[config.mk]
export PLATFORM = sky130hd
export DESIGN_NAME = red_pitaya_asg_slew
export DESIGN_NICKNAME = d
export VERILOG_FILES = /design/src/rtl/red_pitaya_asg_slew.sv
export SDC_FILE = /design/constraint.sdc
export NUM_CORES = 1
export LEC_CHECK = 0
export BUFFER_PORTS_ARGS = -buffer_cell sky130_fd_sc_hd__buf_2
export CORE_ASPECT_RATIO = 1.2
export CORE_MARGIN = 4
export CORE_UTILIZATION = 60
export DETAILED_ROUTE_END_ITERATION = 7
export PLACE_DENSITY = 0.85
export REMOVE_ABC_BUFFERS = 1
export SYNTH_ARGS = -nofsm -noshare
export SYNTH_HDL_FRONTEND = slang
export SYNTH_SLANG_ARGS = --single-unit
[constraint.sdc]
create_clock -name dac_clk_i -period 7.7 [get_ports dac_clk_i]
set_clock_uncertainty 0.2 [all_clocks]
set_input_delay 0.77 -clock dac_clk_i [delete_from_list [all_inputs] [get_ports dac_clk_i]]
set_output_delay 0.77 -clock dac_clk_i [all_outputs]
set_load 0.02 [all_outputs]
[src/rtl/red_pitaya_asg_slew.sv]
// red_pitaya_asg_slew: slew-rate limiter and soft-off stage for one ASG channel.
//
// Ports:
//   dac_clk_i   DAC clock; all logic on its rising edge
//   dac_rstn_i  asynchronous active-low reset
//   dat_i       signed target sample from the channel
//   set_step_i  unsigned maximum change per tick (0 = unlimited)
//   set_div_i   tick period minus one, in clock cycles
//   set_en_i    1 = slew limiting active, 0 = bypass
//   set_off_i   soft-off request (level)
//   dat_o       signed conditioned sample to the DAC (registered)
//   busy_o      output still ramping toward its target (registered)
//   off_o       high while held at zero in the OFF state (registered)
module red_pitaya_asg_slew #(
    parameter int unsigned DW   = 14,
    parameter int unsigned DIVW = 16
) (
    input  logic            dac_clk_i,
    input  logic            dac_rstn_i,
    input  logic [DW-1:0]   dat_i,
    input  logic [DW-1:0]   set_step_i,
    input  logic [DIVW-1:0] set_div_i,
    input  logic            set_en_i,
    input  logic            set_off_i,
    output logic [DW-1:0]   dat_o,
    output logic            busy_o,
    output logic            off_o
);

    // One guard bit so the error and the stepped value never overflow.
    localparam int unsigned EW = DW + 1;

    typedef enum logic [1:0] {
        ST_BYPASS   = 2'd0,
        ST_TRACK    = 2'd1,
        ST_RAMPDOWN = 2'd2,
        ST_OFF      = 2'd3
    } state_t;

    state_t          state;
    state_t          state_nxt;
    logic [DIVW-1:0] div_cnt;
    logic [DIVW-1:0] div_cnt_nxt;
    logic [DW-1:0]   dat_nxt;
    logic            busy_nxt;
    logic            off_nxt;

    logic            ramping;
    logic            ramping_nxt;
    logic            tick;
    logic [DW-1:0]   target;
    logic [DW-1:0]   target_nxt;
    logic [EW-1:0]   err;
    logic [EW-1:0]   err_abs;
    logic [EW-1:0]   step_ext;
    logic [EW-1:0]   stepped;
    logic [DW-1:0]   slew_dat;

    // Tick generation and one slew step toward the current target.
    assign ramping  = (state == ST_TRACK) || (state == ST_RAMPDOWN);
    assign tick     = ramping && (div_cnt >= set_div_i);
    assign target   = (state == ST_RAMPDOWN) ? '0 : dat_i;
    assign err      = {target[DW-1], target} - {dat_o[DW-1], dat_o};
    assign err_abs  = err[EW-1] ? (~err + EW'(1)) : err;
    assign step_ext = {1'b0, set_step_i};
    assign stepped  = err[EW-1] ? ({dat_o[DW-1], dat_o} - step_ext)
                                : ({dat_o[DW-1], dat_o} + step_ext);
    // The stepped value always lies between dat_o and target, so dropping the
    // guard bit is lossless.
    assign slew_dat = ((set_step_i == '0) || (err_abs <= step_ext)) ? target
                                                                     : stepped[DW-1:0];

    // State register and registered outputs.
    always_ff @(posedge dac_clk_i or negedge dac_rstn_i) begin
        if (!dac_rstn_i) begin
            state   <= ST_BYPASS;
            div_cnt <= '0;
            dat_o   <= '0;
            busy_o  <= 1'b0;
            off_o   <= 1'b0;
        end else begin
            state   <= state_nxt;
            div_cnt <= div_cnt_nxt;
            dat_o   <= dat_nxt;
            busy_o  <= busy_nxt;
            off_o   <= off_nxt;
        end
    end

    // Next-state logic; a soft-off request always wins.
    always_comb begin
        state_nxt = state;
        case (state)
            ST_BYPASS: begin
                if (set_off_i)     state_nxt = ST_RAMPDOWN;
                else if (set_en_i) state_nxt = ST_TRACK;
            end
            ST_TRACK: begin
                if (set_off_i)      state_nxt = ST_RAMPDOWN;
                else if (!set_en_i) state_nxt = ST_BYPASS;
            end
            ST_RAMPDOWN: begin
                if (!set_off_i)         state_nxt = set_en_i ? ST_TRACK : ST_BYPASS;
                else if (dat_o == '0)   state_nxt = ST_OFF;
            end
            ST_OFF: begin
                if (!set_off_i) state_nxt = set_en_i ? ST_TRACK : ST_BYPASS;
            end
            default: state_nxt = ST_BYPASS;
        endcase
    end

    // Output logic: current-state datapath action plus next-cycle flags.
    always_comb begin
        dat_nxt     = dat_o;
        div_cnt_nxt = '0;
        case (state)
            ST_BYPASS:   dat_nxt = dat_i;
            ST_TRACK,
            ST_RAMPDOWN: if (tick) dat_nxt = slew_dat;
            ST_OFF:      dat_nxt = '0;
            default:     dat_nxt = '0;
        endcase

        ramping_nxt = (state_nxt == ST_TRACK) || (state_nxt == ST_RAMPDOWN);
        // Divider restarts on every entry so the first tick is a full period away.
        if (ramping_nxt && (state_nxt == state))
            div_cnt_nxt = tick ? '0 : div_cnt + DIVW'(1);

        target_nxt = (state_nxt == ST_RAMPDOWN) ? '0 : dat_i;
        busy_nxt   = ramping_nxt && (dat_nxt != target_nxt);
        off_nxt    = (state_nxt == ST_OFF);
    end

endmodule

# Word-level counts from Yosys, hierarchy flattened
# Cells that the tools add are included.
word_totals:
  reg_bits: 34
  input_bits: 48
  output_inout_bits: 16
  word_cells: 49
op_classes:
  add_sub_neg: 5
  magnitude_cmp: 2
  n_eq_ne: 8
  muxes: 18
  bitwise: 1
  n_reduce_logical: 10
op_table:
  columns: ["cell", "count"]
  rows:
  - ["$mux 14", 5]
  - ["$pmux 14 s3", 1]
  - ["$mux 16", 2]
  - ["$logic_not 14->1", 2]
  - ["$add 16x1->16 const B", 1]
  - ["$ge 16x16->1", 1]
  - ["$add 15x1->15 const B", 1]
  - ["$le 15x14->1", 1]
  - ["$mux 15", 1]
  - ["$not 15->15", 1]
  - ["$sub 14x14->15", 1]
  - ["$add 14x14->14", 1]
  - ["$mux 2", 7]
  - ["$ne 14x14->1", 1]
  - ["$sub 14x14->14", 1]
  - ["$eq 2x2->1 const B", 4]
  - ["$pmux 2 s4", 1]
  - ["$eq 2x1->1 const B", 2]
  - ["$logic_and 1x1->1", 3]
  - ["$logic_or 1x1->1", 3]
  - ["$eq 2x2->1", 1]
  - ["$logic_not 2->1", 1]
  - ["$reduce_or 2->1", 1]
  - ["$mux 1", 1]

# Logic depth before layout (Yosys ltp)
depth:
  depth_word: 13
  mapped_depth: 32
  ltp_nobuf: 29

# Least setup slack after synthesis
# OpenSTA, ideal clock, no wires.
synth_path:
  kind: "register to register"
  startpoint: "register state[0]"
  endpoint: "register busy_o"
  setup_time_ns: 0.139
  arrival_ns: 6.228
  required_time_ns: 7.361
  path_slack_ns: 1.133
  stages_incl_launch_ff: 32
  n_path_buf: 5
  period_less_slack_ns: 6.567
  path_cell_list: "dfrtp_1 -> inv_1 -> ha_1 -> buf_2 -> clkbuf_1 -> nand2b_1 -> ha_1 -> fa_1 -> nor2b_1 -> o21ai_1 -> a32oi_1 -> o21bai_1 -> a21boi_0 -> o21a_1 -> clkbuf_1 -> clkbuf_1 -> nor2_1 -> xnor2_1 -> ha_1 -> nand3_1 -> a21oi_1 -> o31ai_1 -> a21oi_1 -> o21ai_0 -> clkbuf_1 -> inv_1 -> or4_1 -> nand3_1 -> o2111ai_1 -> a311oi_1 -> and4b_1 -> a41oi_2"
synth_via:
  elab_chain_cells: 13
  word_cells_on_any_way: 32
  classes_between: "2 x add/sub; 1 x order compare; 6 x eq/ne; 15 x mux; 1 x bitwise; 7 x reduce/logical"
synth_lines:
  columns: ["item", "line_no", "text"]
  rows:
  - ["start: declaration", "40", "state_t state;"]
  - ["start signal: assignment", "82", "state <= state_nxt;"]
  - ["$eq 2x2->1", null, null]
  - ["$mux 14", "62", "assign target = (state == ST_RAMPDOWN) ? '0 : dat_i;"]
  - ["$sub 14x14->15", "63", "assign err = {target[DW-1], target} - {dat_o[DW-1], dat_o};"]
  - ["$not 15->15", "64", "assign err_abs = err[EW-1] ? (~err + EW'(1)) : err;"]
  - ["$add 15x1->15", "64", null]
  - ["$mux 15", "64", null]
  - ["$le 15x14->1", "70", "assign slew_dat = ((set_step_i == '0) || (err_abs <= step_ext)) ? target"]
  - ["$logic_or 1x1->1", "70", null]
  - ["$mux 14", "70", null]
  - ["$mux 14", "120", "ST_RAMPDOWN: if (tick) dat_nxt = slew_dat;"]
  - ["$pmux 14 s3", "117", "case (state)"]
  - ["$ne 14x14->1", "131", "busy_nxt = ramping_nxt && (dat_nxt != target_nxt);"]
  - ["$logic_and 1x1->1 (*)", "131", null]
  - ["via busy_nxt", "45", "logic busy_nxt;"]
  - ["end signal: assignment", "85", "busy_o <= busy_nxt;"]
  - ["end: declaration", "26", "output logic busy_o,"]
# Mark *: on every way through the listed nets, which the timed path passes. The rest lies on a longest branch.

# Worst setup path in the final report
# Same ends and word-level chain as after synthesis.

==> metrics.md <==
| Metric | Value |
|---|---|
| Vias per cell | `6.47` |
| Post-Syn Instances | `about 710` |
| Finish-stage setup viols | `0` |
| Fraction of layout cells with a size suffix above 1 | `0.139` |
| Ports | `64` |
| DRT Wirelength | `16.4 mm` |
| Gr busiest metal | `met2` |
| Post-cts repair resize count | `0` |
| Worst-skew pair later-pin latency | `around 0.31 ns` |
| Input/output buffers | `between 60 and 70` |
| Drt pass-1 iters | `5` |
| Req. time, crit path | `7.67 ns` |
| Fmax | `140 MHz` |
| CTS tree | `built` |
| Main flop type after synthesis | `dfrtp_1` |
| Slew Viols, Final | `0` |
| Antenna Nets Post-Route | `0` |
| Most frequent cell after synthesis | `nor2_1` |
| Avg Inst Size Synth | `7.57 µm²` |
| Row count | `37` |
| Post-synthesis sequential area ratio | `0.157` |
| Root buffer cell | `clkbuf_8` |
| Die Area | `between 10000 and 15000 µm²` |
| CP top delay family | `compound AO/OA/AOI/OAI gates` |
| Synthesized cell area | `5410 µm²` |
| Final core occ | `0.680` |
| Routability cong. | `1.00` |
| CP endpoint kind | `flip-flop` |
| Layout overhead on the synthesized area | `9.39%` |
| Unique masters post-synth | `86` |
| Overall routing resource usage | `0.315` |
| Postcts setup bufs | `0` |
| Largest net degree at the start of global routing | `37` |
| Area share of the largest cell type after synthesis | `0.157` |
| Via count of the routed design | `5731` |
| Worst hold path type | `flip-flop to flip-flop` |
| Clock Pin Slew Worst Setup and Hold Paths | `around 0.070 ns` |
| Worst path slowest cell | `dfrtp_1` |
| Top post-synthesis cells by area | `dfrtp_1 (16%), ha_1 (14%), xnor2_1 (7.3%)` |
| Crit-path most repeated cell | `ha_1` |
| Initial Util | `0.621` |
| CTS sink count | `34` |
| Slew HR | `0.435` |
| Post-synth EDFFs | `0` |
| Vias in the first global route | `5685` |
| Min Tclk post-route | `7.12 ns` |
| Final Hold Fails | `0` |
| RSZ-0062 raised after global routing | `no` |
| Max_cap viols | `0` |
| Iter 0 DRT Violations | `458` |
| GRT overflow | `0` |
| TritonCTS Buffers | `5` |
| First-pass GRT wire length | `26.9 mm` |
| Met3 Track Usage GR | `0.0385` |
| Hold-fix buffers, CTS | `0` |
| Max Fanout on Critical Path | `17` |
| Yosys warning total | `0` |
| Crit path buffers/inverters | `2` |
| Met1 Use GR | `0.365` |
| Final nets | `880` |
| WL/cell | `approximately 19 µm` |
| Arr. time, crit path | `7.09 ns` |
| Remaining DRCs | `0` |
| Antenna violations before repair | `0` |
| Die Span Y | `112 µm` |
| GR Util met2 | `0.543` |
| CTS max path bufs | `2` |
| Hpwl dp | `13.2 mm` |
| Worst Path Class, Setup | `flip-flop to flip-flop` |
| Yosys top cell by area | `dfrtp_1` |
| CP startpoint kind | `flip-flop` |
| #FFs+latches synth | `34` |
| DIE WIDTH | `94.7 µm` |
| Commonest cells in the synthesized netlist | `nor2_1 (68), inv_1 (64), ha_1 (62)` |
| Ant diodes | `0` |
| Outcome | `finished, final reports clean` |
| Ys async rst share | `1.00` |
| Slowest stage delay, CP | `0.43 ns` |
| Core Box Area | `8700 µm²` |
| Setup TNS | `0 ns` |
| Slew @ Worst Pin | `~0.84 ns` |
| Final Cycle Share | `0.925` |
| CTS HTree Levels | `2` |
==> cell type report <==
type                    count  area (µm²)
inverters                  65         244
clock buffers               7        86.3
clock inverters             1        5.00
well taps                 117         146
flip-flops and latches     34         851
repair buffers             70         368
multi-input cells         592        4220
fillers                   798        2790
==> state kept, by name (all words and copies together) (netlist names) <==
register,count
busy_o,1
dat_o,14
div_cnt,16
off_o,1
state,2
==> metal layers <==
metal | share of wire | wire [µm]
met1 | 0.38 | 6210
met2 | 0.49 | 8070
met3 | 0.069 | 1140
met4 | 0.060 | 989
met5 | 0 | 0
==> per-stage QoR <==
step | instances | worst slack, ns | cell area, µm² | hold WS [ns]
after floorplan | 691 | 1.01 | 5310 | 0.274
after global placement | 878 | 0.744 | 5820 | 0.302
after detailed placement | 878 | 0.634 | 5820 | 0.304
after CTS | 886 | 0.596 | 5910 | 0.313
after global routing | 886 | 0.138 | 5920 | 0.332
final | 886 | 0.580 | 5920 | 0.311
==> final timing paths <==
kind | startpoint | to | slack, ns | cells after the start
max | state[0] | busy_o | 0.58 | 28
min | div_cnt[0] | div_cnt[0] | 0.31 | 1
max reg2reg | state[0] | busy_o | 0.58 | 28
min reg2reg | div_cnt[0] | div_cnt[0] | 0.31 | 1
max in group asynchronous | dac_rstn_i | dat_o[12] | 6.44 | 1
min in group asynchronous | dac_rstn_i | div_cnt[8] | 0.34 | 1
==> worst register-to-register path: cells and delay by family, from the launching register on <==
kind                     cells  cell delay, ns
AND/OR/NAND/NOR              6            1.12
buffers and inverters        2            0.19
adder cells (fa/ha/maj)      4            1.32
flip-flops                   1            0.43
XOR/XNOR                     1            0.23
AO/OA/AOI/OAI               15            3.49
==> cells in the final DEF, fill, tap and decap left out, drive strengths merged, types with 4 or more instances in the layout <==
cell     count
a2111oi      7
nor3        22
nor2b       15
nand2b      16
nand4       11
dfrtp       34
xor2        20
o211a        6
nand2       60
o31ai       10
a21o        13
clkbuf       7
o211ai       6
o21bai       4
nand3       33
a31oi        5
o2111ai      5
or3          8
ha          62
o21a         6
inv         64
nor2        68
nor4         9
a21oi       36
and3        11
buf         70
xnor2       46
mux2i        9
o21ai       42
a211oi       5
==> cell families (layout without fill, tap and decap cells) <==
group / after synthesis / after routing / synth area share
AO/OA/AOI/OAI: 179 / 179 / 0.242
flip-flops: 34 / 34 / 0.157
multiplexers: 11 / 11 / 0.0208
AND/OR/NAND/NOR: 271 / 271 / 0.255
XOR/XNOR: 66 / 66 / 0.108
adder cells (fa/ha/maj): 65 / 65 / 0.153
buffers and inverters: 88 / 143 / 0.0634
Power is left out: the tool's default activity adds up to more than one toggle a clock period on the data nets, which glitch-free logic cannot reach.
